### src/rtl/bus_pkg.sv
// ---------------------------------------------------------------------------
// bus_pkg
// Shared definitions for the bus fabric: bus field widths and the
// request/response FSM state encoding.
// ---------------------------------------------------------------------------
package bus_pkg;

  localparam int ADDR_W  = 32;
  localparam int DATA_W  = 32;
  localparam int WSTRB_W = 4;

  // IDLE : no transaction outstanding
  // WAIT : request forwarded to a slave, waiting for its ready pulse
  // ERR  : unmapped address, error response goes out this cycle
  typedef enum logic [1:0] {
    IDLE = 2'd0,
    WAIT = 2'd1,
    ERR  = 2'd2
  } state_t;

endpackage

### src/rtl/bus_timer.sv
// ---------------------------------------------------------------------------
// bus_timer
// Counts the cycles a transaction has spent waiting on its slave and flags
// the cycle in which the wait limit is reached.
//
// Ports:
//   clk     : clock, counting on the rising edge
//   rst     : asynchronous active-high reset, count returns to 0
//   clear   : restart the count at 0 (a new transaction was accepted)
//   enable  : advance the count by one this cycle
//   expired : high while the count equals TIMEOUT-1, i.e. the current
//             cycle is the last one the slave is allowed to answer in
// ---------------------------------------------------------------------------
module bus_timer #(
  parameter int TIMEOUT = 255
) (
  input  logic clk,
  input  logic rst,
  input  logic clear,
  input  logic enable,
  output logic expired
);

  logic [15:0] count;

  // Clear has priority so a back-to-back accept always starts from zero,
  // even in a cycle where the previous wait would otherwise have counted.
  always_ff @(posedge clk or posedge rst) begin
    if (rst) begin
      count <= 16'd0;
    end else if (clear) begin
      count <= 16'd0;
    end else if (enable) begin
      count <= count + 16'd1;
    end
  end

  assign expired = (count == 16'(TIMEOUT - 1));

endmodule

### src/rtl/bus_fabric.sv
// ---------------------------------------------------------------------------
// bus_fabric
// Single-master, NSLAVE-slave request/response fabric. The top SEL_W address
// bits pick the slave; unmapped addresses and slaves that stay silent for
// TIMEOUT cycles both produce an error response. A saturating counter keeps
// track of how many error responses have been returned.
//
// Ports:
//   clk_i, rst_i          : clock and asynchronous active-high reset
//   m_enable_i            : master request valid
//   m_wstrb_i             : byte write strobes, all zero for a read
//   m_addr_i, m_wvalue_i  : master address and write data
//   m_rvalue_o            : read data, zero unless a good read completes
//   m_ready_o, m_err_o    : one-cycle response pulse and its error flag
//   s_enable_o            : one-hot request pulse towards the slaves
//   s_wstrb_o, s_addr_o,
//   s_wvalue_o            : master fields forwarded to every slave
//   s_rvalue_i            : packed slave read data, slave i at [32*i +: 32]
//   s_ready_i             : per-slave completion pulse
//   err_count_o           : saturating count of error responses
// ---------------------------------------------------------------------------
module bus_fabric
  import bus_pkg::*;
#(
  parameter int NSLAVE  = 4,
  parameter int SEL_W   = 3,
  parameter int TIMEOUT = 255
) (
  input  logic                     clk_i,
  input  logic                     rst_i,
  input  logic                     m_enable_i,
  input  logic [WSTRB_W-1:0]       m_wstrb_i,
  input  logic [ADDR_W-1:0]        m_addr_i,
  input  logic [DATA_W-1:0]        m_wvalue_i,
  output logic [DATA_W-1:0]        m_rvalue_o,
  output logic                     m_ready_o,
  output logic                     m_err_o,
  output logic [NSLAVE-1:0]        s_enable_o,
  output logic [WSTRB_W-1:0]       s_wstrb_o,
  output logic [ADDR_W-1:0]        s_addr_o,
  output logic [DATA_W-1:0]        s_wvalue_o,
  input  logic [NSLAVE*DATA_W-1:0] s_rvalue_i,
  input  logic [NSLAVE-1:0]        s_ready_i,
  output logic [7:0]               err_count_o
);

  state_t             state;
  state_t             state_next;
  logic [SEL_W-1:0]   idx;
  logic [SEL_W-1:0]   sel_q;
  logic               wr_q;
  logic [7:0]         err_count;
  logic               mapped;
  logic               sel_ready;
  logic [DATA_W-1:0]  sel_rdata;
  logic               accept;
  logic               timer_enable;
  logic               timer_expired;

  // Slave-side request fields are plain wires; only s_enable_o is decoded.
  assign s_wstrb_o  = m_wstrb_i;
  assign s_addr_o   = m_addr_i;
  assign s_wvalue_o = m_wvalue_i;

  assign idx    = m_addr_i[ADDR_W-1 -: SEL_W];
  assign mapped = (32'(idx) < 32'(NSLAVE));

  // Pick out the ready and read data of the slave that owns the outstanding
  // transaction. Written as a compare loop so sel_q never indexes past the
  // last real slave when NSLAVE is smaller than 2**SEL_W.
  always_comb begin
    sel_ready = 1'b0;
    sel_rdata = '0;
    for (int i = 0; i < NSLAVE; i++) begin
      if (sel_q == SEL_W'(i)) begin
        sel_ready = s_ready_i[i];
        sel_rdata = s_rvalue_i[DATA_W*i +: DATA_W];
      end
    end
  end

  // A new request is taken when nothing is outstanding, or when the
  // outstanding one completes in this very cycle (back-to-back throughput).
  // Reset gates it so no slave sees a request while rst_i is high.
  assign accept = !rst_i && m_enable_i &&
                  ((state == IDLE) || ((state == WAIT) && sel_ready));

  bus_timer #(
    .TIMEOUT (TIMEOUT)
  ) u_timer (
    .clk     (clk_i),
    .rst     (rst_i),
    .clear   (accept),
    .enable  (timer_enable),
    .expired (timer_expired)
  );

  // State register plus the per-transaction bookkeeping: which slave owns
  // the transaction, whether it is a write (so its response carries no
  // data), and the saturating error counter.
  always_ff @(posedge clk_i or posedge rst_i) begin
    if (rst_i) begin
      state     <= IDLE;
      sel_q     <= '0;
      wr_q      <= 1'b0;
      err_count <= 8'd0;
    end else begin
      state <= state_next;
      if (accept && mapped) begin
        sel_q <= idx;
        wr_q  <= (m_wstrb_i != '0);
      end
      if (m_err_o && (err_count != 8'hFF)) begin
        err_count <= err_count + 8'd1;
      end
    end
  end

  assign err_count_o = err_count;

  // Response generation and next state. A slave ready beats the timeout in
  // the same cycle; the timeout cycle itself never accepts a new request
  // because accept requires the selected slave to be ready. The accept
  // decision is applied last so it overrides the return to IDLE.
  always_comb begin
    state_next   = state;
    m_ready_o    = 1'b0;
    m_err_o      = 1'b0;
    m_rvalue_o   = '0;
    s_enable_o   = '0;
    timer_enable = 1'b0;

    case (state)
      IDLE: begin
        state_next = IDLE;
      end
      WAIT: begin
        if (sel_ready) begin
          m_ready_o  = 1'b1;
          m_rvalue_o = wr_q ? '0 : sel_rdata;
          state_next = IDLE;
        end else if (timer_expired) begin
          m_ready_o  = 1'b1;
          m_err_o    = 1'b1;
          state_next = IDLE;
        end else begin
          timer_enable = 1'b1;
        end
      end
      ERR: begin
        m_ready_o  = 1'b1;
        m_err_o    = 1'b1;
        state_next = IDLE;
      end
      default: begin
        state_next = IDLE;
      end
    endcase

    if (accept) begin
      if (mapped) begin
        state_next = WAIT;
        for (int i = 0; i < NSLAVE; i++) begin
          s_enable_o[i] = (idx == SEL_W'(i));
        end
      end else begin
        state_next = ERR;
      end
    end
  end

endmodule

### config.mk
export PLATFORM = sky130hd
export DESIGN_NAME = bus_fabric
export DESIGN_NICKNAME = d
export VERILOG_FILES = /design/src/rtl/bus_pkg.sv /design/src/rtl/bus_timer.sv /design/src/rtl/bus_fabric.sv
export SDC_FILE = /design/constraint.sdc
export NUM_CORES = 1
export LEC_CHECK = 0
export BUFFER_PORTS_ARGS = -buffer_cell sky130_fd_sc_hd__buf_2
export CAP_MARGIN = 20
export CELL_PAD_IN_SITES_DETAIL_PLACEMENT = 1
export CELL_PAD_IN_SITES_GLOBAL_PLACEMENT = 1
export CORE_AREA = 2 2 123 125
export DETAILED_ROUTE_END_ITERATION = 6
export DIE_AREA = 0 0 125 127
export HOLD_SLACK_MARGIN = 0.03
export PLACE_DENSITY_LB_ADDON = 0.1
export RECOVER_POWER = 100
export SYNTH_ARGS = -nofsm -noshare
export SYNTH_HDL_FRONTEND = slang
export SYNTH_SLANG_ARGS = --single-unit
### constraint.sdc
create_clock -name clk_i -period 2.6 [get_ports clk_i]
set_clock_uncertainty 0.05 [all_clocks]
set_input_delay 0.52 -clock clk_i [delete_from_list [all_inputs] [get_ports clk_i]]
set_output_delay 0.52 -clock clk_i [all_outputs]
set_load 0.05 [all_outputs]
Yosys cells after proc, flatten, opt, wreduce, memory -nomap -nowiden --
Index checks and enable logic that the tools add are counted.
Word-level totals: bits in registers 30, input bits 203, output and inout bits 114, logic and storage cells 59
Cells by class: $add $sub $neg 2, order comparisons 1, equality and inequality tests 11, mux-type cells 28, reduce and logical (&&, ||, !) cells 12
Operators with widths (number):
- $mux W32 | 7
- $mux W16 | 2
- $add A16 B1 Y16 const B | 1
- $eq A16 B8 Y1 const B | 1
- $eq A3 B2 Y1 const B | 4
- $mux W1 | 10
- $mux W2 | 5
- $add A8 B1 Y8 const B | 1
- $mux W4 | 2
- $ne A8 B8 Y1 const B | 1
- $eq A3 B1 Y1 const B | 2
- $logic_not A3 Y1 | 2
- $logic_and A1 B1 Y1 | 5
- $ne A4 B4 Y1 const B | 1
- $pmux W1 S2 | 2
- $reduce_bool A4 Y1 | 1
- $lt A3 B3 Y1 const B | 1
- $eq A2 B1 Y1 const B | 1
- $eq A2 B2 Y1 const B | 1
- $logic_not A2 Y1 | 1
- $reduce_bool A2 Y1 | 1
- $logic_not A1 Y1 | 1
- $logic_or A1 B1 Y1 | 1

Logic depth before layout (Yosys ltp) --
Gate-level depths: netlist of the first run.
word-level depth 9, depth in mapped cells 8

Cells and area by module --
From an unflattened synthesis of the first run, not the netlist that was laid out.
Unflattened totals: cell total of the unflattened synthesis 387, area total of the unflattened synthesis 3166.8 µm²
By module, submodules not included:
- bus_fabric | instances 1, cells each 296, area an instance 2243.4 µm², sequential area each 350.3 µm²
- bus_timer | instances 1, cells each 91, area an instance 923.4 µm², sequential area each 400.4 µm²

Worst setup path after synthesis of the first run --
No wires, ideal clock.
path kind input to output, start in rst_i, end out s_enable_o[0], data arrival time 2.902 ns, path slack -0.872 ns, stages on the path 4, cells stage by stage inv_1 -> nand2_1 -> nor3_4 -> nor3b_1
Between the ends: longest elaborated chain between the ends 4
Ends and longest elaborated chain:
- start: declaration | line bus_fabric.sv:30 | input logic rst_i,
- $logic_not A1 Y1 (no source line)
- $logic_and A1 B1 Y1 (2 in a row) | line bus_fabric.sv:85 | assign accept = !rst_i && m_enable_i &&
- $mux W4 | line bus_fabric.sv:160 | if (accept) begin
- end: declaration | line bus_fabric.sv:38 | output logic [NSLAVE-1:0] s_enable_o,
Every way passes these cells.

Final worst setup path of the first run --
start reg sel_q[1], end out m_rvalue_o[27]
Between the ends: longest elaborated chain between the ends 8
Ends and longest elaborated chain:
- start: declaration | line bus_fabric.sv:50 | logic [SEL_W-1:0] sel_q;
- start signal: assignment | line bus_fabric.sv:110 | sel_q <= idx;
- $logic_not A3 Y1 | line bus_fabric.sv:75 | if (sel_q == SEL_W'(i)) begin
- $mux W32 (4 in a row) | line bus_fabric.sv:75
- $mux W32 | line bus_fabric.sv:140 | m_rvalue_o = wr_q ? '0 : sel_rdata;
- $mux W32 (*) | line bus_fabric.sv:138 | if (sel_ready) begin
- $mux W32 (*) | line bus_fabric.sv:133 | case (state)
- end: declaration | line bus_fabric.sv:35 | output logic [DATA_W-1:0] m_rvalue_o,
Every way passes the cells marked *; elsewhere a longest branch is shown, timed or not.

==> results of run 1 <==
[cell families after synthesis]
group | synth area share [%]
buffers and inverters | 20.1
adders and majority gates | 2.41
DFF | 24.1
and+or+nand+nor | 27.6
muxes | 3.13
AOI/OAI and AO/OA | 17.4
xor gates and xnor gates | 5.33
[flip-flops by register name (all words and copies together), names as in the netlist]
name and cells:
err_count_o 8, sel_q 3, state 2, u_timer.count 16, wr_q 1
[worst paths after layout]
| check | from | endpoint | slack, ns | cells after the start |
|---|---|---|---|---|
| worst max-delay path | sel_q[1] | m_rvalue_o[27] | -0.02 | 8 |
| worst min-delay path | wr_q | wr_q | 0.47 | 1 |
| worst max register to register | u_timer.count[15] | err_count_o[1] | 0.26 | 6 |
| worst min register to register | wr_q | wr_q | 0.47 | 1 |
| max in group asynchronous | rst_i | sel_q[1] | 0.50 | 3 |
| min in group asynchronous | rst_i | err_count_o[7] | 0.88 | 3 |
[stage by stage]
step                setup TNS [ns]  area (sq um)  worst slack [ns]  hold slack (ns)  utilization (%)
floorplan                   -0.867          3510            -0.378            0.390                -
global placement                 0          4300           0.00860            0.442             29.8
detailed placement        -0.00658          4300          -0.00381            0.461             29.8
CTS                         -0.533          4860           -0.0370            0.357             33.7
global route                 -3.14          5110            -0.119            0.502             35.4
finish                      -0.216          5110           -0.0242            0.465             35.4
[timing repair]
action	CTS	global route
pin swaps	6	8
endpoints found under the setup margin	38	39
gates resized for setup	87	19
setup buffers	9	6
gates cloned	3	5
[critical path, stage by stage (launching register included)]
cell	delay, ns
dfrtp_2	0.46
mux2i_4	0.23
o22ai_4	0.22
buf_6	0.13
nand3_4	0.10
buf_12	0.17
clkbuf_16	0.17
nor3_4	0.12
buf_6	0.18
[layout make-up]
cell class              count  share of cell area, %
multi-input cells         263                   43.6
repair buffers            236                   33.9
clock buffers               7                   2.79
flip-flops and latches     30                   14.7
inverters                   7                  0.538
well taps                 184                   4.50
[layout by cell type, fill, tap and decap left out, drive strengths merged, types with 2 or more instances in the layout]
cell | netlist | layout
a211oi | 32 | 32
a21oi | 3 | 3
a31oi | 2 | 2
and2 | 2 | 2
and3 | 2 | 2
and3b | 2 | 2
buf | 72 | 213
clkbuf | 19 | 29
dfrtp | 30 | 30
ha | 6 | 6
inv | 7 | 6
mux2 | 6 | 6
mux2i | 3 | 3
nand2 | 12 | 12
nand2b | 2 | 2
nand3 | 5 | 5
nand4 | 8 | 8
nor2 | 22 | 22
nor2b | 32 | 32
nor3 | 41 | 41
nor3b | 3 | 3
nor4 | 12 | 12
o21ai | 2 | 2
o22ai | 33 | 33
or2 | 2 | 2
or4 | 2 | 2
xnor2 | 13 | 13
xor2 | 6 | 6
[layer usage]
layer / track usage [%] / vias up
met5: 0 / -
met4: 3.40 / 0
met3: 5.86 / 18
met2: 30.1 / 128
met1: 21.9 / 1755
li1: - / 1659
[power breakdown]
group	switching, mW	internal, mW	total, mW	leakage (nW)
registers	0.0371	0.500	0.537	0.399
logic	0.717	0.492	1.21	1.69
clock network	0.199	0.375	0.574	0.0700
==> impl_results.html, run 1 <==
<table>
<tr><th>Metric</th><th>Value</th></tr>
<tr><th colspan="2">CTS</th></tr>
<tr><td>Bufs on Longest Clock Path</td><td>2</td></tr>
<tr><td>CTS Hold Buffers Added</td><td>0</td></tr>
<tr><td>Clock buffers created by TritonCTS</td><td>5</td></tr>
<tr><td>H-tree levels</td><td>2</td></tr>
<tr><td>Clock latency of the later-clocked register in the worst-skew pair</td><td>around 0.28 ns</td></tr>
<tr><td>Clock transition at the registers of the reported paths</td><td>~0.05 ns</td></tr>
<tr><td>TritonCTS clock tree</td><td>yes</td></tr>
<tr><td>Clock Sinks</td><td>30</td></tr>
<tr><td>Root Driver</td><td>clkbuf_16</td></tr>
<tr><th colspan="2">Placement</th></tr>
<tr><td>Weighted congestion at the end of routability-driven global placement</td><td>between 0.8 and 0.9</td></tr>
<tr><td>Final HPWL from detailed placement</td><td>about 11 mm</td></tr>
<tr><td>Cell count after placement</td><td>698</td></tr>
<tr><td>IO Port Bufs</td><td>194</td></tr>
<tr><th colspan="2">STA</th></tr>
<tr><td>Achievable frequency</td><td>about 380 MHz</td></tr>
<tr><td>Fin crit share</td><td>101%</td></tr>
<tr><td>Hold Violations, Final</td><td>0</td></tr>
<tr><td>Final Max Slew Viols</td><td>31</td></tr>
<tr><td>Worst path setup slack after routing</td><td>-0.0242 ns</td></tr>
<tr><td>Actual slew at the worst max-slew pin</td><td>between 1.5 and 2 ns</td></tr>
<tr><td>Unrepaired setup endpoints after global routing</td><td>yes</td></tr>
<tr><td>Slew headroom</td><td>-13.7%</td></tr>
<tr><td>Final worst path period need</td><td>between 2 and 3 ns</td></tr>
<tr><td>Final-report setup violation count</td><td>15</td></tr>
<tr><th colspan="2">Yosys</th></tr>
<tr><td>Yosys cell types</td><td>47</td></tr>
<tr><td>Fraction of registers with async set or reset after synthesis</td><td>100%</td></tr>
<tr><td>Number of enable flip-flop cells after synthesis</td><td>0</td></tr>
<tr><td>Most used flip-flop cell after synthesis</td><td>dfrtp_1</td></tr>
<tr><td>Synth Instances</td><td>391</td></tr>
<tr><td>Number of warnings printed during yosys synthesis</td><td>0</td></tr>
<tr><td>Net Count, Synth</td><td>600</td></tr>
<tr><td>Ranking of synthesized cells by area</td><td>dfrtp_1, buf_4, a211oi_1</td></tr>
<tr><td>Total of flip-flops plus latches after synthesis</td><td>30</td></tr>
<tr><td>Share of the yosys chip area belonging to registers</td><td>between 20% and 30%</td></tr>
<tr><td>Most common library cells after synthesis</td><td>buf_4, nor3_1, o22ai_1, a211oi_1, nor2b_1</td></tr>
<tr><td>Avg Cell Area, Syn</td><td>about 8 sq um</td></tr>
<tr><td>Most frequent cell after synthesis</td><td>buf_4</td></tr>
<tr><td>Share of the synthesized area in the top cell type</td><td>about a quarter</td></tr>
<tr><td>Synth Cell Area</td><td>between 3000 and 4000 sq um</td></tr>
<tr><td>Cell taking the most area after synthesis</td><td>dfrtp_1</td></tr>
<tr><th colspan="2">Drt</th></tr>
<tr><td>Routed wire length on met3</td><td>roughly 1.3 mm</td></tr>
<tr><td>Wire length reported by the detailed router</td><td>around 15 mm</td></tr>
<tr><td>WL met2</td><td>between 7 and 8 mm</td></tr>
<tr><td>Vias post-DR</td><td>around 3,600</td></tr>
<tr><td>Count of unresolved DRC violations after routing</td><td>0</td></tr>
<tr><td>Pre-antenna DRT Iters</td><td>4</td></tr>
<tr><td>Max Used Layer</td><td>met4</td></tr>
<tr><td>Number of nets with antenna violations after detailed routing</td><td>0</td></tr>
<tr><td>WL met1</td><td>between 5 and 6 mm</td></tr>
<tr><td>Per-cell via count in the routed design</td><td>about 4.9</td></tr>
<tr><td>Routed WL per cell</td><td>between 20 and 25 um</td></tr>
<tr><td>DR iter-0 viols</td><td>roughly 140</td></tr>
<tr><th colspan="2">Layout</th></tr>
<tr><td>Synthesis-to-layout area growth</td><td>63.8%</td></tr>
<tr><td>Area of combinational cells with multiple inputs</td><td>around 2200 sq um</td></tr>
<tr><td>Final Instance Count excl. Fillers</td><td>727</td></tr>
<tr><td>Number of antenna repair diodes</td><td>0</td></tr>
<tr><td>Share of post-route cells with drive strength above 1</td><td>~54%</td></tr>
<tr><td>Sequential cell area</td><td>752 sq um</td></tr>
<tr><td>Number of inserted filler cells in the final layout</td><td>~1,700</td></tr>
<tr><td>Post-layout net count</td><td>roughly 750</td></tr>
<tr><th colspan="2">Critical path</th></tr>
<tr><td>Critical path capture point type</td><td>output pin</td></tr>
<tr><td>Maximum fanout along the worst path</td><td>5</td></tr>
<tr><td>Required time worst endpoint</td><td>between 2 and 2.5 ns</td></tr>
<tr><td>Data arrival at the endpoint of the critical path</td><td>a little over 2 ns</td></tr>
<tr><td>Category of the most critical setup path</td><td>reg -&gt; out</td></tr>
<tr><td>Setup crit start kind</td><td>register</td></tr>
<tr><th colspan="2">Floorplanning</th></tr>
<tr><td>Horiz. Die Dim</td><td>approximately 130 um</td></tr>
<tr><td>Die outline height</td><td>127 um</td></tr>
<tr><td>IO Pins</td><td>about 320</td></tr>
<tr><td>Number of rows created at floorplan</td><td>44</td></tr>
<tr><td>Full die area</td><td>~16,000 sq um</td></tr>
<tr><td>CORE AREA</td><td>between 10,000 and 15,000 sq um</td></tr>
<tr><td>Initial standard-cell utilization of the core</td><td>a little over a fifth</td></tr>
<tr><th colspan="2">Pwr</th></tr>
<tr><td>Leakage component of the power</td><td>2.16 nW</td></tr>
<tr><td>Power Total</td><td>around 2.3 mW</td></tr>
<tr><td>Maximum ir drop on the vdd rail</td><td>between 0.2 and 0.25 mV</td></tr>
<tr><td>Ratio of total power to cell area</td><td>about 450 nW/um^2</td></tr>
<tr><th colspan="2">Global routing</th></tr>
<tr><td>Combined global-route utilization of all metal layers</td><td>roughly 18%</td></tr>
<tr><td>Maximum number of pins on one net before global-route repair</td><td>34</td></tr>
<tr><td>Global-route wire length before repair</td><td>roughly 22 mm</td></tr>
<tr><td>Number of global-route vias before repair</td><td>approximately 3,700</td></tr>
<tr><td>Number of antenna violations at the first check in global routing</td><td>0</td></tr>
<tr><td>GRT overflow</td><td>0</td></tr>
<tr><th colspan="2">Min path</th></tr>
<tr><td>Path category of the worst min-delay check</td><td>reg -&gt; reg</td></tr>
<tr><th colspan="2">Status</th></tr>
<tr><td>Run status</td><td>finished with violations</td></tr>
<tr><td>Failing checks</td><td>max-capacitance violations, max-slew violations, negative setup slack</td></tr>
<tr><th colspan="2">Job</th></tr>
<tr><td>Count of max-cap constraint violations</td><td>1</td></tr>
</table>
(Power assumes the default switching activity.)
==> run 2: changes to the inputs <==
--- a/config.mk
+++ b/config.mk
@@ -5,13 +5,13 @@
 export SDC_FILE = /design/constraint.sdc
 export NUM_CORES = 1
 export LEC_CHECK = 0
+export ABC_AREA = 1
 export BUFFER_PORTS_ARGS = -buffer_cell sky130_fd_sc_hd__buf_2
 export CAP_MARGIN = 20
 export CELL_PAD_IN_SITES_DETAIL_PLACEMENT = 1
 export CELL_PAD_IN_SITES_GLOBAL_PLACEMENT = 1
-export CORE_AREA = 2 2 123 125
+export CORE_UTILIZATION = 25
 export DETAILED_ROUTE_END_ITERATION = 6
-export DIE_AREA = 0 0 125 127
 export HOLD_SLACK_MARGIN = 0.03
 export PLACE_DENSITY_LB_ADDON = 0.1
 export RECOVER_POWER = 100
==> constraint.sdc (replaced) <==
create_clock -name clk_i -period 3.15 [get_ports clk_i]
set_clock_uncertainty 0.05 [all_clocks]
set_input_delay 0.63 -clock clk_i [delete_from_list [all_inputs] [get_ports clk_i]]
set_output_delay 0.63 -clock clk_i [all_outputs]
set_load 0.05 [all_outputs]
==> run 2 against run 1 <==
The run ends with max-capacitance violations, max-slew violations left; via count is 22% higher; register-to-register slack better by 0.75 ns; area after synthesis is 17% higher; combinational power is 22% lower; total power is 19% lower; worst hold slack worse by 0.035 ns; critical path depth is 3 higher; setup slack better by 0.19 ns; routed wire length is 3.8% higher; sequential power is 18% lower; flip-flop and latch count stayed put; largest power group unchanged; highest routed layer is now met5.
==> impl_results.html, run 2 <==
<table>
<tr><th>Metric</th><th>Value</th></tr>
<tr><th colspan="2">Floorplanning</th></tr>
<tr><td>Die outline height</td><td>123 um (-3.4%)</td></tr>
<tr><td>Full die area</td><td>15,100 sq um (-5.2%)</td></tr>
<tr><td>Horiz. Die Dim</td><td>123 um (-1.8%)</td></tr>
<tr><td>Initial standard-cell utilization of the core</td><td>25.9% (+4.3 points)</td></tr>
<tr><td>CORE AREA</td><td>14,000 sq um (-2.6%)</td></tr>
<tr><td>IO Pins</td><td>317 (unchanged)</td></tr>
<tr><td>Number of rows created at floorplan</td><td>43 (-2.3%)</td></tr>
<tr><th colspan="2">CTS</th></tr>
<tr><td>Number of setup buffers added after CTS</td><td>0 (-9)</td></tr>
<tr><td>Clock Sinks</td><td>30 (unchanged)</td></tr>
<tr><td>Clock latency of the later-clocked register in the worst-skew pair</td><td>0.28 ns (about the same)</td></tr>
<tr><td>Bufs on Longest Clock Path</td><td>2 (unchanged)</td></tr>
<tr><td>H-tree levels</td><td>2 (unchanged)</td></tr>
<tr><td>TritonCTS clock tree</td><td>yes</td></tr>
<tr><td>Root Driver</td><td>clkbuf_16</td></tr>
<tr><td>Clock transition at the registers of the reported paths</td><td>0.05 ns (about the same)</td></tr>
<tr><td>Clock buffers created by TritonCTS</td><td>5 (unchanged)</td></tr>
<tr><th colspan="2">Yosys</th></tr>
<tr><td>Total of flip-flops plus latches after synthesis</td><td>30 (unchanged)</td></tr>
<tr><td>Number of enable flip-flop cells after synthesis</td><td>0 (unchanged)</td></tr>
<tr><td>Share of the synthesized area in the top cell type</td><td>20.6% (-3.4 points)</td></tr>
<tr><td>Ranking of synthesized cells by area</td><td>dfrtp_1, nand3_1, buf_4</td></tr>
<tr><td>Share of the yosys chip area belonging to registers</td><td>20.6% (-3.4 points)</td></tr>
<tr><td>Synth Instances</td><td>603 (+54%)</td></tr>
<tr><td>Avg Cell Area, Syn</td><td>6.04 sq um (-24%)</td></tr>
<tr><td>Synth Cell Area</td><td>3640 sq um (+17%)</td></tr>
<tr><td>Most common library cells after synthesis</td><td>nand3_1, nand2_1, nor2_1, buf_4, o21ai_0</td></tr>
<tr><td>Net Count, Synth</td><td>812 (+35%)</td></tr>
<tr><td>Most frequent cell after synthesis</td><td>nand3_1</td></tr>
<tr><td>Cell taking the most area after synthesis</td><td>dfrtp_1</td></tr>
<tr><td>Yosys cell types</td><td>26 (-45%)</td></tr>
<tr><td>Number of warnings printed during yosys synthesis</td><td>0 (unchanged)</td></tr>
<tr><td>Fraction of registers with async set or reset after synthesis</td><td>100% (unchanged)</td></tr>
<tr><td>Most used flip-flop cell after synthesis</td><td>dfrtp_1</td></tr>
<tr><th colspan="2">Global routing</th></tr>
<tr><td>Maximum number of pins on one net before global-route repair</td><td>45 (+32%)</td></tr>
<tr><td>GRT overflow</td><td>0 (unchanged)</td></tr>
<tr><td>Global-route wire length before repair</td><td>22.7 mm (+3.2%)</td></tr>
<tr><td>Combined global-route utilization of all metal layers</td><td>19.6% (+2.0 points)</td></tr>
<tr><td>Number of global-route vias before repair</td><td>4,127 (+11%)</td></tr>
<tr><td>Number of antenna violations at the first check in global routing</td><td>2 (+2)</td></tr>
<tr><th colspan="2">Drt</th></tr>
<tr><td>Pre-antenna DRT Iters</td><td>4 (unchanged)</td></tr>
<tr><td>Per-cell via count in the routed design</td><td>4.85 (-1.0%)</td></tr>
<tr><td>Number of nets with antenna violations after detailed routing</td><td>0 (unchanged)</td></tr>
<tr><td>Wire length reported by the detailed router</td><td>15.5 mm (+3.8%)</td></tr>
<tr><td>Routed WL per cell</td><td>17.3 um (-16%)</td></tr>
<tr><td>Count of unresolved DRC violations after routing</td><td>0 (unchanged)</td></tr>
<tr><td>DR iter-0 viols</td><td>142 (+0.71%)</td></tr>
<tr><td>Vias post-DR</td><td>4,338 (+22%)</td></tr>
<tr><th colspan="2">Layout</th></tr>
<tr><td>Area of combinational cells with multiple inputs</td><td>2060 sq um (-7.3%)</td></tr>
<tr><td>Most common cell after layout, fill and taps aside</td><td>buf_2</td></tr>
<tr><td>Top register by number of flip-flops</td><td>u_timer.count</td></tr>
<tr><td>Final Instance Count excl. Fillers</td><td>895 (+23%)</td></tr>
<tr><td>Sequential cell area</td><td>751 sq um (-0.17%)</td></tr>
<tr><td>Number of inserted filler cells in the final layout</td><td>1,908 (+13%)</td></tr>
<tr><td>Leading cell types in the layout, fill and taps excluded</td><td>buf_2, nand3_1, nand2_1, nor2_1, o21ai_0</td></tr>
<tr><td>Flip-flop count of the largest register after layout</td><td>16 (unchanged)</td></tr>
<tr><td>Post-layout net count</td><td>922 (+23%)</td></tr>
<tr><td>Synthesis-to-layout area growth</td><td>21.3%</td></tr>
<tr><td>Share of post-route cells with drive strength above 1</td><td>29.0% (-25 points)</td></tr>
<tr><td>Final design area excluding fillers</td><td>4420 sq um (-14%)</td></tr>
<tr><th colspan="2">Critical path</th></tr>
<tr><td>Number of cells on the worst reg-to-reg path</td><td>10 (+4)</td></tr>
<tr><td>Maximum fanout along the worst path</td><td>32 (+27)</td></tr>
<tr><td>Critical path capture point type</td><td>output pin</td></tr>
<tr><td>Required time worst endpoint</td><td>2.47 ns (+0.44 ns)</td></tr>
<tr><td>Setup crit start kind</td><td>register</td></tr>
<tr><td>End of the worst register-to-register path</td><td>err_count_o[0]</td></tr>
<tr><td>Category of the most critical setup path</td><td>reg -&gt; out</td></tr>
<tr><td>FF-to-FF setup slack</td><td>1.01 ns (+0.75 ns)</td></tr>
<tr><td>Data arrival at the endpoint of the critical path</td><td>2.30 ns (+0.25 ns)</td></tr>
<tr><td>Startpoint of the worst-slack reg-to-reg timing path</td><td>u_timer.count[0]</td></tr>
<tr><th colspan="2">Status</th></tr>
<tr><td>Run status</td><td>finished with violations</td></tr>
<tr><td>Failing checks</td><td>max-capacitance violations, max-slew violations</td></tr>
<tr><th colspan="2">STA</th></tr>
<tr><td>Final worst path period need</td><td>2.98 ns</td></tr>
<tr><td>Actual slew at the worst max-slew pin</td><td>1.76 ns (+0.0566 ns)</td></tr>
<tr><td>Fin crit share</td><td>94.7%</td></tr>
<tr><td>Achievable frequency</td><td>approximately 340 MHz</td></tr>
<tr><td>Final Max Slew Viols</td><td>31 (unchanged)</td></tr>
<tr><td>Slew headroom</td><td>-17.4% (-3.8 points)</td></tr>
<tr><td>Hold Violations, Final</td><td>0 (unchanged)</td></tr>
<tr><td>Final-layout setup total negative slack</td><td>0 ns (+0.216 ns)</td></tr>
<tr><td>Unrepaired setup endpoints after global routing</td><td>no</td></tr>
<tr><td>Worst path setup slack after routing</td><td>0.168 ns (+0.192 ns)</td></tr>
<tr><td>Final-report setup violation count</td><td>0 (-15)</td></tr>
<tr><th colspan="2">Pwr</th></tr>
<tr><td>Ratio of total power to cell area</td><td>427 nW/um^2 (-5.9%)</td></tr>
<tr><td>Leakage component of the power</td><td>2.49 nW (+15%)</td></tr>
<tr><td>Maximum ir drop on the vdd rail</td><td>0.259 mV (+23%)</td></tr>
<tr><th colspan="2">Placement</th></tr>
<tr><td>Weighted congestion at the end of routability-driven global placement</td><td>0.825 (-5.5%)</td></tr>
<tr><td>IO Port Bufs</td><td>194 (unchanged)</td></tr>
<tr><td>Final HPWL from detailed placement</td><td>12.4 mm (+9.7%)</td></tr>
<tr><td>Worst Setup Slack post-DPL</td><td>0.370 ns (+0.374 ns)</td></tr>
<tr><td>Cell count after placement</td><td>886 (+27%)</td></tr>
<tr><td>Post-DP Area</td><td>4280 sq um (-0.47%)</td></tr>
<tr><th colspan="2">Min path</th></tr>
<tr><td>Worst hold start</td><td>wr_q</td></tr>
<tr><td>Worst hold path cell count</td><td>2 (+1)</td></tr>
<tr><td>Endpoint, Worst Hold</td><td>wr_q</td></tr>
<tr><td>Path category of the worst min-delay check</td><td>reg -&gt; reg</td></tr>
<tr><th colspan="2">Job</th></tr>
<tr><td>Count of max-cap constraint violations</td><td>1 (unchanged)</td></tr>
</table>
-- run 2: repair_timing --
| item | 4_1_cts | 5_1_grt |
|---|---|---|
| hold buffers | 0 | 0 |
| setup endpoints to repair | 0 | 32 |
| gates resized for setup | 0 | 5 |
-- run 2: report_power, final --
group	switching, mW	internal [mW]
combinational	0.633	0.316
sequential	0.0308	0.412
clock	0.182	0.313
-- run 2: metrics by stage --
step                util [%]  hold slack [ns]  power, mW
floorplan                  -            0.384       1.31
global placement        30.5            0.420       1.39
detailed placement      30.5            0.421       1.41
CTS                     31.5            0.419       1.91
global route            31.5            0.461       2.06
finish                  31.5            0.430       1.89
-- run 2: cell families after synthesis --
family / after synthesis / synth area share, %
adder cells (fa/ha/maj): 6 / 2.06
flip-flops: 30 / 20.6
XOR/XNOR: 12 / 2.89
AND/OR/NAND/NOR: 339 / 41.3
buffers and inverters: 144 / 23.3
AO/OA/AOI/OAI: 72 / 9.93
-- run 2: worst max path at each step --
stage,slack (ns),to,start
floorplan,0.39,m_rvalue_o[10],s_ready_i[1]
global placement,0.40,m_rvalue_o[30],sel_q[0]
detailed placement,0.37,m_rvalue_o[30],sel_q[0]
CTS,0.07,m_rvalue_o[30],sel_q[1]
global route,0.006,m_rvalue_o[30],sel_q[1]
finish,0.17,m_rvalue_o[1],sel_q[1]
-- run 2: worst max-delay path, stage by stage (launching register included) --
cell and delay [ns]:
dfrtp_1 0.38, inv_1 0.15, buf_4 0.23, nand4_1 0.10, nand2_1 0.07, nand2_1 0.06
nand2_2 0.09, nand2_2 0.06, or2_1 0.20, buf_4 0.24, nor2_1 0.15, buf_2 0.28
-- run 2: per-layer routing --
layer / vias to the layer above / routed length, um / global-route usage (%)
met5: - / 13 / 0
li1: 2136 / - / -
met3: 30 / 1750 / 9.01
met4: 2 / 282 / 5.18
met2: 173 / 7200 / 31.8
met1: 1997 / 6280 / 23.2
-- run 2: final cells by class --
cell class | count | share of cell area [%]
Clock inverter | 1 | 0.113
Multi-Input combinational cell | 429 | 46.7
Antenna cell | 1 | 0.0567
Tap cell | 180 | 5.10
Timing Repair Buffer | 207 | 24.4
Sequential cell | 30 | 17.0
Clock buffer | 7 | 3.23
Inverter | 40 | 3.40
==> run 3: changes to the inputs <==
--- a/config.mk
+++ b/config.mk
@@ -10,11 +10,14 @@
 export CAP_MARGIN = 20
 export CELL_PAD_IN_SITES_DETAIL_PLACEMENT = 1
 export CELL_PAD_IN_SITES_GLOBAL_PLACEMENT = 1
-export CORE_UTILIZATION = 25
+export CORE_AREA = 2 2 122 124
 export DETAILED_ROUTE_END_ITERATION = 6
+export DIE_AREA = 0 0 124 126
+export GPL_TIMING_DRIVEN = 0
 export HOLD_SLACK_MARGIN = 0.03
 export PLACE_DENSITY_LB_ADDON = 0.1
 export RECOVER_POWER = 100
+export SKIP_CTS_REPAIR_TIMING = 1
 export SYNTH_ARGS = -nofsm -noshare
 export SYNTH_HDL_FRONTEND = slang
 export SYNTH_SLANG_ARGS = --single-unit
==> run 3 against run 2 <==
The flow now finishes without violations; clock-buffer cell count decreased by 1; sequential share of layout area down 2.6 points; flip-flop and latch count unchanged; non-clock buffer count increased by 153; register-to-register slack improved by 0.08 ns; setup slack improved by 0.033 ns; first-iteration DRC count up 87%; total power rose by 12%; sequential power about the same; routed wire length rose by 15%; highest routed layer unchanged.
==> impl_results.html, run 3 (synthesis gave the netlist of run 2 again) <==
<table>
<tr><th>Metric</th><th>Value</th></tr>
<tr><th colspan="2">Floorplanning</th></tr>
<tr><td>IO Pins</td><td>317 (unchanged)</td></tr>
<tr><td>CORE AREA</td><td>14,300 sq um (+1.9%)</td></tr>
<tr><td>Initial standard-cell utilization of the core</td><td>25.4% (-0.49 points)</td></tr>
<tr><td>Number of rows created at floorplan</td><td>44 (+2.3%)</td></tr>
<tr><td>Horiz. Die Dim</td><td>124 um (+1.1%)</td></tr>
<tr><td>Die outline height</td><td>126 um (+2.7%)</td></tr>
<tr><td>Full die area</td><td>15,600 sq um (+3.8%)</td></tr>
<tr><th colspan="2">STA</th></tr>
<tr><td>Final-report setup violation count</td><td>0 (unchanged)</td></tr>
<tr><td>Actual slew at the worst max-slew pin</td><td>0.781 ns (-0.980 ns)</td></tr>
<tr><td>Final worst path period need</td><td>2.95 ns (-0.0335 ns)</td></tr>
<tr><td>Slew headroom</td><td>47.9% (+65 points)</td></tr>
<tr><td>Unrepaired setup endpoints after global routing</td><td>yes</td></tr>
<tr><td>Hold Violations, Final</td><td>0 (unchanged)</td></tr>
<tr><td>Final Max Slew Viols</td><td>0 (-100%)</td></tr>
<tr><td>Achievable frequency</td><td>339 MHz (+1.1%)</td></tr>
<tr><td>Fin crit share</td><td>93.6% (-1.1 points)</td></tr>
<tr><th colspan="2">Global routing</th></tr>
<tr><td>Global-route wire length before repair</td><td>26.6 mm (+17%)</td></tr>
<tr><td>Maximum number of pins on one net before global-route repair</td><td>18 (-60%)</td></tr>
<tr><td>Number of antenna violations at the first check in global routing</td><td>3 (+1)</td></tr>
<tr><td>GRT overflow</td><td>0 (unchanged)</td></tr>
<tr><td>Combined global-route utilization of all metal layers</td><td>21.4% (+1.7 points)</td></tr>
<tr><td>Number of global-route vias before repair</td><td>4,854 (+18%)</td></tr>
<tr><th colspan="2">Layout</th></tr>
<tr><td>Most common cell after layout, fill and taps aside</td><td>buf_2</td></tr>
<tr><td>Final core utilization</td><td>36.5% (+5.0 points)</td></tr>
<tr><td>Leading cell types in the layout, fill and taps excluded</td><td>buf_2, nand3_1, nand2_1, clkbuf_1, nor2_1</td></tr>
<tr><td>Synthesis-to-layout area growth</td><td>43.3%</td></tr>
<tr><td>Top register by number of flip-flops</td><td>u_timer.count</td></tr>
<tr><td>Flip-flop count of the largest register after layout</td><td>16 (unchanged)</td></tr>
<tr><td>Share of post-route cells with drive strength above 1</td><td>32.2% (+3.2 points)</td></tr>
<tr><td>Post-layout net count</td><td>1,075 (+17%)</td></tr>
<tr><td>Final design area excluding fillers</td><td>5220 sq um (+18%)</td></tr>
<tr><th colspan="2">Job</th></tr>
<tr><td>Count of max-cap constraint violations</td><td>0 (-1)</td></tr>
<tr><th colspan="2">Status</th></tr>
<tr><td>Run status</td><td>finished clean</td></tr>
<tr><th colspan="2">Placement</th></tr>
<tr><td>Weighted congestion at the end of routability-driven global placement</td><td>0.848 (+2.8%)</td></tr>
<tr><td>Final HPWL from detailed placement</td><td>14.9 mm (+20%)</td></tr>
<tr><td>IO Port Bufs</td><td>255 (+31%)</td></tr>
<tr><td>Post-DP Area</td><td>5180 sq um (+21%)</td></tr>
<tr><th colspan="2">Drt</th></tr>
<tr><td>Per-cell via count in the routed design</td><td>4.73 (-2.4%)</td></tr>
<tr><td>DR iter-0 viols</td><td>265 (+87%)</td></tr>
<tr><td>Pre-antenna DRT Iters</td><td>4 (unchanged)</td></tr>
<tr><td>Wire length reported by the detailed router</td><td>17.8 mm (+15%)</td></tr>
<tr><td>Routed WL per cell</td><td>16.9 um (-2.4%)</td></tr>
<tr><td>Vias post-DR</td><td>4,978 (+15%)</td></tr>
<tr><td>Count of unresolved DRC violations after routing</td><td>0 (unchanged)</td></tr>
<tr><td>Number of nets with antenna violations after detailed routing</td><td>0 (unchanged)</td></tr>
<tr><th colspan="2">Pwr</th></tr>
<tr><td>Maximum ir drop on the vdd rail</td><td>0.355 mV (+37%)</td></tr>
<tr><td>Leakage component of the power</td><td>2.91 nW (+17%)</td></tr>
<tr><td>Ratio of total power to cell area</td><td>406 nW/um^2 (-4.9%)</td></tr>
<tr><th colspan="2">Critical path</th></tr>
<tr><td>FF-to-FF setup slack</td><td>1.09 ns (+0.08 ns)</td></tr>
<tr><td>Category of the most critical setup path</td><td>reg -&gt; out</td></tr>
<tr><td>End of the worst register-to-register path</td><td>u_timer.count[5]</td></tr>
<tr><td>Data arrival at the endpoint of the critical path</td><td>2.27 ns (-0.03 ns)</td></tr>
<tr><td>Setup crit start kind</td><td>register</td></tr>
<tr><td>Startpoint of the worst-slack reg-to-reg timing path</td><td>u_timer.count[0]</td></tr>
<tr><td>Number of cells on the worst reg-to-reg path</td><td>11 (+1)</td></tr>
<tr><td>Maximum fanout along the worst path</td><td>10 (-69%)</td></tr>
<tr><td>Required time worst endpoint</td><td>2.47 ns (about the same)</td></tr>
<tr><td>Critical path capture point type</td><td>output pin</td></tr>
<tr><th colspan="2">CTS</th></tr>
<tr><td>Clock buffers created by TritonCTS</td><td>5 (unchanged)</td></tr>
<tr><td>Clock transition at the registers of the reported paths</td><td>0.06 ns (about the same)</td></tr>
<tr><td>TritonCTS clock tree</td><td>yes</td></tr>
<tr><td>Bufs on Longest Clock Path</td><td>2 (unchanged)</td></tr>
<tr><td>H-tree levels</td><td>2 (unchanged)</td></tr>
<tr><td>Root Driver</td><td>clkbuf_16</td></tr>
<tr><td>Clock latency of the later-clocked register in the worst-skew pair</td><td>0.27 ns (about the same)</td></tr>
<tr><td>Clock Sinks</td><td>30 (unchanged)</td></tr>
<tr><th colspan="2">Min path</th></tr>
<tr><td>Path category of the worst min-delay check</td><td>in -&gt; async</td></tr>
</table>
-- run 3: critical path, stage by stage, from the launching register on --
cell and delay (ns):
dfrtp_1 0.40, inv_1 0.06, nor2_1 0.06, nand2_1 0.24, clkbuf_1 0.40, o21ai_0 0.15, nand3_1 0.08, o21ai_0 0.13
nor2_1 0.20, clkbuf_4 0.26
-- run 3: how the worst max path moves through the flow --
stage	from	to	slack [ns]
4_1_cts	sel_q[0]	m_rvalue_o[23]	0.14
5_1_grt	sel_q[0]	m_rvalue_o[23]	-0.02
3_3_place_gp	s_ready_i[1]	m_rvalue_o[14]	0.39
6_report	sel_q[0]	m_rvalue_o[23]	0.20
2_1_floorplan	s_ready_i[1]	m_rvalue_o[10]	0.39
3_5_place_dp	s_ready_i[1]	m_rvalue_o[28]	0.36
-- run 3: where the power goes --
group	internal (mW)	total, mW	switching [mW]
Combinational	0.378	1.19	0.815
Sequential	0.412	0.440	0.0281
Clock	0.312	0.487	0.174
-- run 3: routing by layer --
| metal | global-route usage (%) | vias to the layer above | wire length [um] |
|---|---|---|---|
| li1 | - | 2446 | - |
| met1 | 28.8 | 2327 | 7720 |
| met2 | 35.7 | 173 | 8480 |
| met3 | 3.44 | 28 | 1250 |
| met4 | 5.02 | 4 | 348 |
| met5 | 0 | - | 23 |
-- run 3: final cells by class --
cell class	instances	area (sq um)
Buffer	104	702
Fill cell	1996	9090
Clock inverter	2	12.5
Multi-Input combinational cell	429	2040
Antenna cell	1	2.50
Tap cell	184	230
Timing Repair Buffer	256	1190
Sequential cell	30	751
Clock buffer	6	139
Inverter	40	150
-- run 3: metrics by stage --
stage / setup WS, ns / hold WS, ns / TNS [ns] / cells / total power [mW]
2_1_floorplan: 0.395 / 0.384 / 0 / 603 / 1.31
3_3_place_gp: 0.388 / 0.402 / 0 / 1042 / 1.63
3_5_place_dp: 0.357 / 0.417 / 0 / 1043 / 1.66
4_1_cts: 0.139 / 0.430 / 0 / 1051 / 2.16
5_1_grt: -0.0186 / 0.441 / -0.0229 / 1052 / 2.29
6_report: 0.201 / 0.404 / 0 / 1052 / 2.12
